$ cat config.mk
export PLATFORM = sky130hd
export DESIGN_NAME = conv_pool_engine
export DESIGN_NICKNAME = d
export VERILOG_FILES = /design/src/rtl/conv_pool_engine.sv
export SDC_FILE = /design/constraint.sdc
export NUM_CORES = 2
export LEC_CHECK = 0
export CAP_MARGIN = 20
export CORE_MARGIN = 1
export CORE_UTILIZATION = 30
export CTS_BUF_LIST = sky130_fd_sc_hd__clkbuf_8
export CTS_CLUSTER_DIAMETER = 80
export DETAILED_ROUTE_END_ITERATION = 8
export DONT_BUFFER_PORTS = 1
export HOLD_SLACK_MARGIN = 0.08
export PLACE_DENSITY_LB_ADDON = 0.05
export SLEW_MARGIN = 20
export SYNTH_ARGS = -nofsm -noshare
export SYNTH_HDL_FRONTEND = slang
export SYNTH_SLANG_ARGS = --single-unit
export TNS_END_PERCENT = 1
$ cat constraint.sdc
create_clock -name clk -period 21.8 [get_ports clk]
set_input_delay 3.27 -clock clk [delete_from_list [all_inputs] [get_ports clk]]
set_output_delay 3.27 -clock clk [all_outputs]
set_load 0.03 [all_outputs]
$ cat src/rtl/conv_pool_engine.sv
// conv_pool_engine: conv window sequencer with ReLU and 2x2 pooling into planar per-kernel maps.
// Defining CONV_POOL_AVGPOOL_EN adds a pool_mode input (latched at start) that selects average pooling.
module conv_pool_engine #(
    parameter int IMG_W      = 32,
    parameter int IMG_H      = 32,
    parameter int KSIZE      = 5,
    parameter int KERNEL_NUM = 6,
    parameter int DW         = 16,
    parameter int AW         = 16,
    parameter int IN_BASE    = 0,
    parameter int OUT_BASE   = 0
) (
    input  logic                        clk,
    input  logic                        rst,
    input  logic                        start,
`ifdef CONV_POOL_AVGPOOL_EN
    input  logic                        pool_mode,
`endif
    output logic                        busy,
    output logic                        done,
    output logic                        rd_en,
    output logic [AW-1:0]               rd_addr,
    input  logic [KSIZE*DW-1:0]         rd_data,
    output logic                        win_valid,
    output logic [3:0]                  win_kidx,
    output logic [KSIZE*KSIZE*DW-1:0]   win_data,
    input  logic                        dot_valid,
    input  logic [DW-1:0]               dot_data,
    output logic                        wr_en,
    output logic [AW-1:0]               wr_addr,
    output logic [DW-1:0]               wr_data
);
    localparam int OUT_W = (IMG_W - KSIZE + 1) / 2;
    localparam int OUT_H = (IMG_H - KSIZE + 1) / 2;
    localparam int KW    = KERNEL_NUM > 1 ? $clog2(KERNEL_NUM) : 1;
    localparam logic [3:0]    K_C   = 4'(KSIZE);
    localparam logic [3:0]    NL_C  = 4'(KERNEL_NUM - 1);
    localparam logic [KW-1:0] RKL   = KW'(KERNEL_NUM - 1);
    localparam logic [AW-1:0] W_A   = AW'(IMG_W);
    localparam logic [AW-1:0] OW_A  = AW'(OUT_W);
    localparam logic [AW-1:0] OH_A  = AW'(OUT_H);
    localparam logic [AW-1:0] PL_A  = AW'(OUT_W * OUT_H);
    localparam logic [AW-1:0] IN_A  = AW'(IN_BASE);
    localparam logic [AW-1:0] OUT_A = AW'(OUT_BASE);

    typedef enum logic [1:0] {IDLE, FETCH, ISSUE, DRAIN} state_t;

    state_t        state_q, state_d;
    logic [3:0]    cyc_q, cyc_d;
    logic [1:0]    s_q, s_d;
    logic [AW-1:0] px_q, px_d, py_q, py_d, cx_d, cy_d;
    logic [KW-1:0] rk_q;
    logic [1:0]    rs_q;
    logic [AW-1:0] rpx_q, rpy_q;
    logic [DW+1:0] pool_q [KERNEL_NUM];
    logic [DW+1:0] v, pk, nxt;
    logic          last_q, avg, fetch_rd_d;

    // Next-state sequencing of the (py, px, s, k) loop; cyc counts fetch cycles or kernel index
    always_comb begin
        state_d = state_q;
        cyc_d   = cyc_q + 1;
        s_d     = s_q;
        px_d    = px_q;
        py_d    = py_q;
        case (state_q)
            IDLE: begin
                cyc_d = '0;
                if (start) state_d = FETCH;
            end
            FETCH: if (cyc_q == K_C) begin
                state_d = ISSUE;
                cyc_d   = '0;
            end
            ISSUE: if (cyc_q == NL_C) begin
                state_d = FETCH;
                cyc_d   = '0;
                s_d     = s_q + 1;
                if (s_q == 2'd3) begin
                    px_d = px_q == OW_A - 1 ? '0 : px_q + 1;
                    if (px_q == OW_A - 1) begin
                        py_d = py_q == OH_A - 1 ? '0 : py_q + 1;
                        if (py_q == OH_A - 1) state_d = DRAIN;
                    end
                end
            end
            DRAIN: begin
                cyc_d = '0;
                if (wr_en && last_q) state_d = IDLE;
            end
            default: state_d = IDLE;
        endcase
    end

    assign cx_d       = {px_d[AW-2:0], 1'b0} + AW'(s_d[0]);
    assign cy_d       = {py_d[AW-2:0], 1'b0} + AW'(s_d[1]);
    assign fetch_rd_d = state_d == FETCH && cyc_d < K_C;

    // Sequencer state with registered read, issue and handshake outputs; rows land one cycle after their read
    always_ff @(posedge clk or posedge rst) begin
        if (rst) begin
            state_q   <= IDLE;
            cyc_q     <= '0;
            s_q       <= '0;
            px_q      <= '0;
            py_q      <= '0;
            busy      <= 1'b0;
            done      <= 1'b0;
            rd_en     <= 1'b0;
            rd_addr   <= '0;
            win_valid <= 1'b0;
            win_kidx  <= '0;
            win_data  <= '0;
        end else begin
            state_q   <= state_d;
            cyc_q     <= cyc_d;
            s_q       <= s_d;
            px_q      <= px_d;
            py_q      <= py_d;
            busy      <= state_d != IDLE;
            done      <= state_q == DRAIN && state_d == IDLE;
            rd_en     <= fetch_rd_d;
            rd_addr   <= fetch_rd_d ? IN_A + (cy_d + AW'(cyc_d)) * W_A + cx_d : '0;
            win_valid <= state_d == ISSUE;
            win_kidx  <= state_d == ISSUE ? cyc_d : '0;
            if (state_q == FETCH && cyc_q != 0)
                win_data[(int'(cyc_q) - 1) * KSIZE * DW +: KSIZE * DW] <= rd_data;
        end
    end

`ifdef CONV_POOL_AVGPOOL_EN
    logic mode_q;
    // Pooling mode is latched when a pass is accepted and held for the whole pass
    always_ff @(posedge clk or posedge rst) begin
        if (rst) mode_q <= 1'b0;
        else if (state_q == IDLE && start) mode_q <= pool_mode;
    end
    assign avg = mode_q;
`else
    assign avg = 1'b0;
`endif

    assign v   = dot_data[DW-1] ? '0 : {2'b00, dot_data};
    assign pk  = pool_q[rk_q];
    assign nxt = rs_q == 2'd0 ? v : avg ? pk + v : (pk > v ? pk : v);

    // Result side: counts returns in issue order, pools per kernel, writes on the fourth pool step
    always_ff @(posedge clk or posedge rst) begin
        if (rst) begin
            rk_q    <= '0;
            rs_q    <= '0;
            rpx_q   <= '0;
            rpy_q   <= '0;
            last_q  <= 1'b0;
            wr_en   <= 1'b0;
            wr_addr <= '0;
            wr_data <= '0;
            for (int i = 0; i < KERNEL_NUM; i++) pool_q[i] <= '0;
        end else begin
            wr_en <= 1'b0;
            if (dot_valid && state_q != IDLE) begin
                pool_q[rk_q] <= nxt;
                rk_q         <= rk_q == RKL ? '0 : rk_q + 1;
                wr_en        <= rs_q == 2'd3;
                if (rk_q == RKL) begin
                    rs_q <= rs_q + 1;
                    if (rs_q == 2'd3) begin
                        rpx_q <= rpx_q == OW_A - 1 ? '0 : rpx_q + 1;
                        if (rpx_q == OW_A - 1) rpy_q <= rpy_q == OH_A - 1 ? '0 : rpy_q + 1;
                    end
                end
                if (rs_q == 2'd3) begin
                    wr_addr <= OUT_A + AW'(rk_q) * PL_A + rpy_q * OW_A + rpx_q;
                    wr_data <= avg ? nxt[DW+1:2] : nxt[DW-1:0];
                    last_q  <= rk_q == RKL && rpx_q == OW_A - 1 && rpy_q == OH_A - 1;
                end
            end
        end
    end
endmodule
# After elaboration in Yosys (flattened, before gate mapping)
# Cells that the tools add are included.
# totals
register_bits	643
out_inout_bits	457
elab_cells	126
# op_classes
eq_ne	13
reduce_logical	22
mul	3
shifts	2
n_mux	37
bitwise	1
add_sub_neg	16
magnitude_cmp	4
# ops
operator	n
bitwise mux 400 bit	1
variable shift 80 x 33 -> 400 bit (first input constant)	1
indexed part select 80 x 33 -> 400 bit	1
two-way mux 15 bit	8
bitwise mux 108 bit	1
two-way mux 18 bit	5
two-way mux 16 bit	5
adder 16 x 1 -> 16 bit (second input constant)	4
equality test 16 x 4 -> 1 bit (second input constant)	4
binary-select mux 18 bit (select 3 bit)	1
demux 18 bit (select 3 bit)	1
negator 13 -> 33 bit	1
adder 16 bit	2
greater-than comparator 18 x 15 -> 1 bit	1
two-way mux 2 bit	9
adder 11 x 16 -> 16 bit	1
adder 16 x 1 -> 16 bit	1
multiplier 16 x 3 -> 15 bit (second input constant)	1
adder 11 x 1 -> 11 bit	1
adder 11 x 4 -> 11 bit	1
equality test 2 bit (second input constant)	5
multiplier 3 x 6 -> 9 bit (second input constant)	1
multiplier 5 x 4 -> 9 bit (second input constant)	1
logical AND 1 bit	8
23 further kinds	33

# Logic depth before layout (Yosys ltp)
# logic_depth
ltp_word	10
depth_mapped	29
mapped_depth_nobuf	21

# Worst setup path after synthesis
# No wires, ideal clock.
# synth_path
path_kind	register -> register
startpoint	register cyc_q[0]
endpoint	register win_data[81]
path_slack_ps	14962
path_stages_with_launch	30
n_path_buf	8
setup_time_ps	125
period_less_slack_ps	6838
arrival_time_ps	6713
required_time_ps	21675
path_cell_list	dfrtp_1 -> inv_1 -> clkbuf_1 -> buf_1 -> buf_1 -> ha_1 -> buf_2 -> inv_1 -> clkbuf_1 -> clkbuf_1 -> ha_1 -> ha_1 -> inv_1 -> fa_1 -> nor2b_1 -> o21ai_0 -> xor2_1 -> o21a_1 -> nand2_1 -> ha_1 -> nor4_1 -> nand3_1 -> nor2_1 -> nand4b_4 -> or3_4 -> or2_1 -> buf_2 -> a21oi_4 -> buf_6 -> mux2_2
# synth_via
elab_chain_len	5
elab_cells_between_ends	8
cone_classes	2 x add/sub; 1 x mul; 2 x shift; 1 x mux; 2 x reduce/logical
# synth_lines
element	line_no	rtl
start: declaration	49	logic [3:0] cyc_q, cyc_d;
start signal: assignment	116	cyc_q <= cyc_d;
subtractor 4 x 1 -> 5 bit	127	win_data[(int'(cyc_q) - 1) * KSIZE * DW +: KSIZE * DW] <= rd_data;
multiplier 5 x 4 -> 9 bit	127	
negator 13 -> 33 bit	127	
indexed part select 80 x 33 -> 400 bit or variable shift 80 x 33 -> 400 bit (tied branches)	127	
bitwise mux 400 bit	127	
end signal: indexed assignment	127	
end: declaration	26	output logic [KSIZE*KSIZE*DW-1:0] win_data,
# Parallel ways exist; a longest one is shown, timed or not.
# A chain may end at the register's enable or synchronous reset.

# Final worst setup path
# layout_path
startpoint	register cyc_q[0]
endpoint	register win_data[95]
# The elaborated chain is that of the path after synthesis.

==> run_results.csv <==
group,metric,value,unit
pwr,combPwrFrac,0.224,
clock_tree,path_clk_slew,0.06,ns
cells_and_area,drive_gt1_frac,0.1675,
timing,finalMaxSlewViolations,0,
global_route,grt_pass1_wl,227300,microns
yosys,synth_seq_area_share,0.4399,
routing,drtPass1Iterations,6,
floorplan,die_w,351.2,microns
timing,fin_setup_tns,0,ns
timing,max_freq,125.0,MHz
timing,final.period_utilization,0.3668,
yosys,syn_inst,3796,
floorplan,dieArea,123300,sq um
clock_tree,ctsHoldBuffers,0,
routing,drc_errors,0,
yosys,ys_ff_latch,643,
critical_path,slowest_delay,0.90,ns
yosys,synth_area_per_cell,9.635,sq um
pwr,sw_frac_of_total,0.3578,
global_route,antenna_found_initial,6,
yosys,synth_cell_type_count,86,
cells_and_area,finalNetCount,3979,
yosys,yosysWarningCount,0,
placement,port-buffer-count,0,
pwr,power_switching,1.235,mW
yosys,dominantRegCellSynth,"dfrtp_1",
routing,wl_per_cell,29.56,microns
critical_path,cp.required,22.53,ns
clock_tree,numCtsBuffers,130,
timing,whs,0.4710,ns
critical_path,critPathMaxFanout,64,
hold_path,hold_path_class,"reg2reg",
routing,drt_wl_total,160900,microns
global_route,grt_max_degree,115,
yosys,async_flop_share,1.000,
outcome,status,"finished, final reports clean",
global_route,grt.total_usage,0.2556,
critical_path,cp_common_cell,"ha_1",
clock_tree,insertion_delay,0.88,ns
global_route,grt_pass1_vias,29730,
yosys,syn_area,36580,sq um
pwr,pwr-share-seq,0.414,
critical_path,cp.arrival,8.73,ns
timing,worst_pin_slew,1.261,ns
pwr,internal-power,2.216,mW
placement,dp_hpwl,115700,microns
critical_path,critical-path-slowest-cell,"dfrtp_4",
routing,vias_per_cell,5.620,
critical_path,start_kind,"flop",
pwr,power_density,84.58,nW/um^2
floorplan,die_h,351.2,microns
floorplan,ios,557,
cells_and_area,final_cell_mix,"dfrtp_1 (641), o21ai_0 (411), nand2_1 (389)",
clock_tree,cts_tree,"yes",
floorplan,start_util,0.3037,
timing,finalHoldViolCount,0,
cells_and_area,syn2layout_area_growth,11.55,%
critical_path,crit_chain,"inv_2 > buf_4 > ha_4 > inv_1 > buf_4 > ha_1 > ha_1 > inv_1 > fa_1 > nor4bb_2 > and2_1 > nand2_1 > ha_1 > nor4_1 > nand3_1 > nor2_1 > nand4b_4 > or3_4 > or2_1 > a21oi_4 > mux2_2",
pwr,max-vdd-ir-drop,0.0001266,V
pwr,p_clk_frac,0.362,
floorplan,coreArea,120400,sq um
timing,layout_min_cycle_time,7.997,ns
timing,setup_viol,0,
critical_path,endpoint_kind,"flop",
floorplan,num_rows,127,
placement,place_congestion,0.8982,
routing,drtIter0Drc,2882,
cells_and_area,final_common_cell,"dfrtp_1",
yosys,syn_nets,4038,
clock_tree,cts-resized-gates,0,
clock_tree,postCtsSetupRepairBufs,0,
timing,rsz0062_at_grt,"false",
timing,fin_skew,0.05777,ns
routing,vias,30580,
critical_path,ff2ff_setup_slack,13.80,ns
clock_tree,cts-root-buf,"clkbuf_8",
global_route,grt_remaining_overflow,0,
yosys,synth-edff-count,0,
pwr,cellLeakagePower,17.53,nW
clock_tree,numClockSinks,643,
timing,slew_headroom,0.1545,
clock_tree,cts-htree-levels,4,
flow_run,drv_cap,0,
clock_tree,cts_buffer_depth,3,
routing,final_antenna_net_count,0,
critical_path,critPathKind,"reg2reg",
stage by stage:
step | setup slack [ns] | util | cells | area (sq um) | power (mW)
after global placement | 13.95 | 0.3174 | 5216 | 38230 | 2.228
after CTS | 13.86 | 0.3386 | 5438 | 40790 | 3.510
after detailed placement | 13.90 | 0.3176 | 5217 | 38250 | 2.225
final | 13.80 | 0.3387 | 5441 | 40800 | 3.451
after floorplan | 0.5159 | - | 3796 | 36580 | 1.965
after global routing | 13.31 | 0.3387 | 5439 | 40800 | 3.656
worst max-delay path, delay by kind of cell, from the launching register on:
kind	cells	cell delay (ns)
AND/OR/NAND/NOR	9	2.77
adder cells (fa/ha/maj)	5	2.26
flip-flops	1	0.90
buffers and inverters	5	0.75
AO/OA/AOI/OAI	1	0.66
multiplexers	1	0.40
cells by family (layout without fill, tap and decap cells):
kind of cell / Yosys count / count (layout) / share of synthesized area
AO/OA/AOI/OAI: 1209 / 1209 / 0.2056
AND/OR/NAND/NOR: 979 / 979 / 0.1258
flip-flops: 643 / 643 / 0.4399
buffers and inverters: 386 / 416 / 0.04184
multiplexers: 352 / 352 / 0.1128
adder cells (fa/ha/maj): 142 / 142 / 0.05371
XOR/XNOR: 85 / 85 / 0.02035
other: 0 / 3 / 0
sequential cells by signal, summed over array words and instances, names as in the netlist, 2 cells and up:
name,cells
py_q,16
wr_addr,16
px_q,16
cyc_q,4
win_data,400
rpy_q,16
state_q,2
rk_q,3
win_kidx,4
pool_q,108
s_q,2
rd_addr,16
rpx_q,16
rs_q,2
wr_data,16
path summary, 6_finish.rpt:
| path | cells after the start | from | endpoint |
|---|---|---|---|
| hold / removal | 1 | py_q[15] | py_q[15] |
| hold reg to reg | 1 | py_q[15] | py_q[15] |
| min in group asynchronous | 1 | rst | rpy_q[12] |
| max in group asynchronous | 5 | rst | win_data[13] |
| setup / recovery | 21 | cyc_q[0] | win_data[95] |
| setup reg to reg | 21 | cyc_q[0] | win_data[95] |
synthesized netlist by cell type (all sizes together) (6+ instances only):
| cell | instances | share of area |
|---|---|---|
| o211ai | 27 | 0.0055 |
| a32oi | 16 | 0.0038 |
| or2 | 20 | 0.0034 |
| nor2b | 53 | 0.0091 |
| mux2 | 298 | 0.092 |
| nand2 | 396 | 0.041 |
| nor4 | 14 | 0.0026 |
| mux4 | 18 | 0.011 |
| buf | 69 | 0.0093 |
| a22o | 42 | 0.010 |
| a211oi | 26 | 0.0053 |
| nor3 | 61 | 0.0089 |
| o22ai | 89 | 0.015 |
| nor3b | 7 | 0.0019 |
| a31oi | 119 | 0.021 |
| a211o | 8 | 0.0019 |
| nand4 | 20 | 0.0034 |
| o22a | 50 | 0.012 |
| dfrtp | 643 | 0.44 |
| o21a | 13 | 0.0027 |
| nand3 | 66 | 0.0090 |
| o32a | 6 | 0.0016 |
| clkbuf | 201 | 0.021 |
| or3 | 17 | 0.0033 |
| a21oi | 211 | 0.029 |
| fa | 25 | 0.014 |
| nor2 | 227 | 0.024 |
| a21boi | 7 | 0.0014 |
| inv | 116 | 0.012 |
| mux2i | 36 | 0.010 |
| xnor2 | 56 | 0.013 |
| o21ai | 416 | 0.057 |
| a22oi | 78 | 0.016 |
| o31ai | 34 | 0.0070 |
| o41ai | 10 | 0.0024 |
| and2 | 10 | 0.0018 |
| xor2 | 29 | 0.0069 |
| nand2b | 17 | 0.0029 |
| ha | 117 | 0.040 |
| a21o | 28 | 0.0057 |
| a32o | 12 | 0.0033 |
| and3 | 45 | 0.0077 |
metal layers:
metal  up-vias  global-route usage  part of all wire
li1      13720                   -                 -
met1     15450              0.3418              0.44
met2      1168              0.3852              0.44
met3       241             0.09217             0.097
met4         0             0.07303             0.025
met5         -                   0                 0
power by group through the flow:
stage | clock [mW] | combinational [mW] | sequential (mW)
floorplan | 0 | 0.548 | 1.42
global placement | 0 | 0.775 | 1.45
detailed placement | 0 | 0.772 | 1.45
CTS | 1.30 | 0.775 | 1.43
global route | 1.35 | 0.864 | 1.44
finish | 1.25 | 0.773 | 1.43
area by class of cell:
class	count	area (sq um)
fillers	12580	79650
clock inverters	58	290.3
repair buffers	79	600.6
clock buffers	163	2243
flip-flops and latches	643	16100
well taps	1612	2017
multi-input cells	2767	19100
diodes	3	7.507
inverters	116	442.9
(Power assumes the default switching activity.)
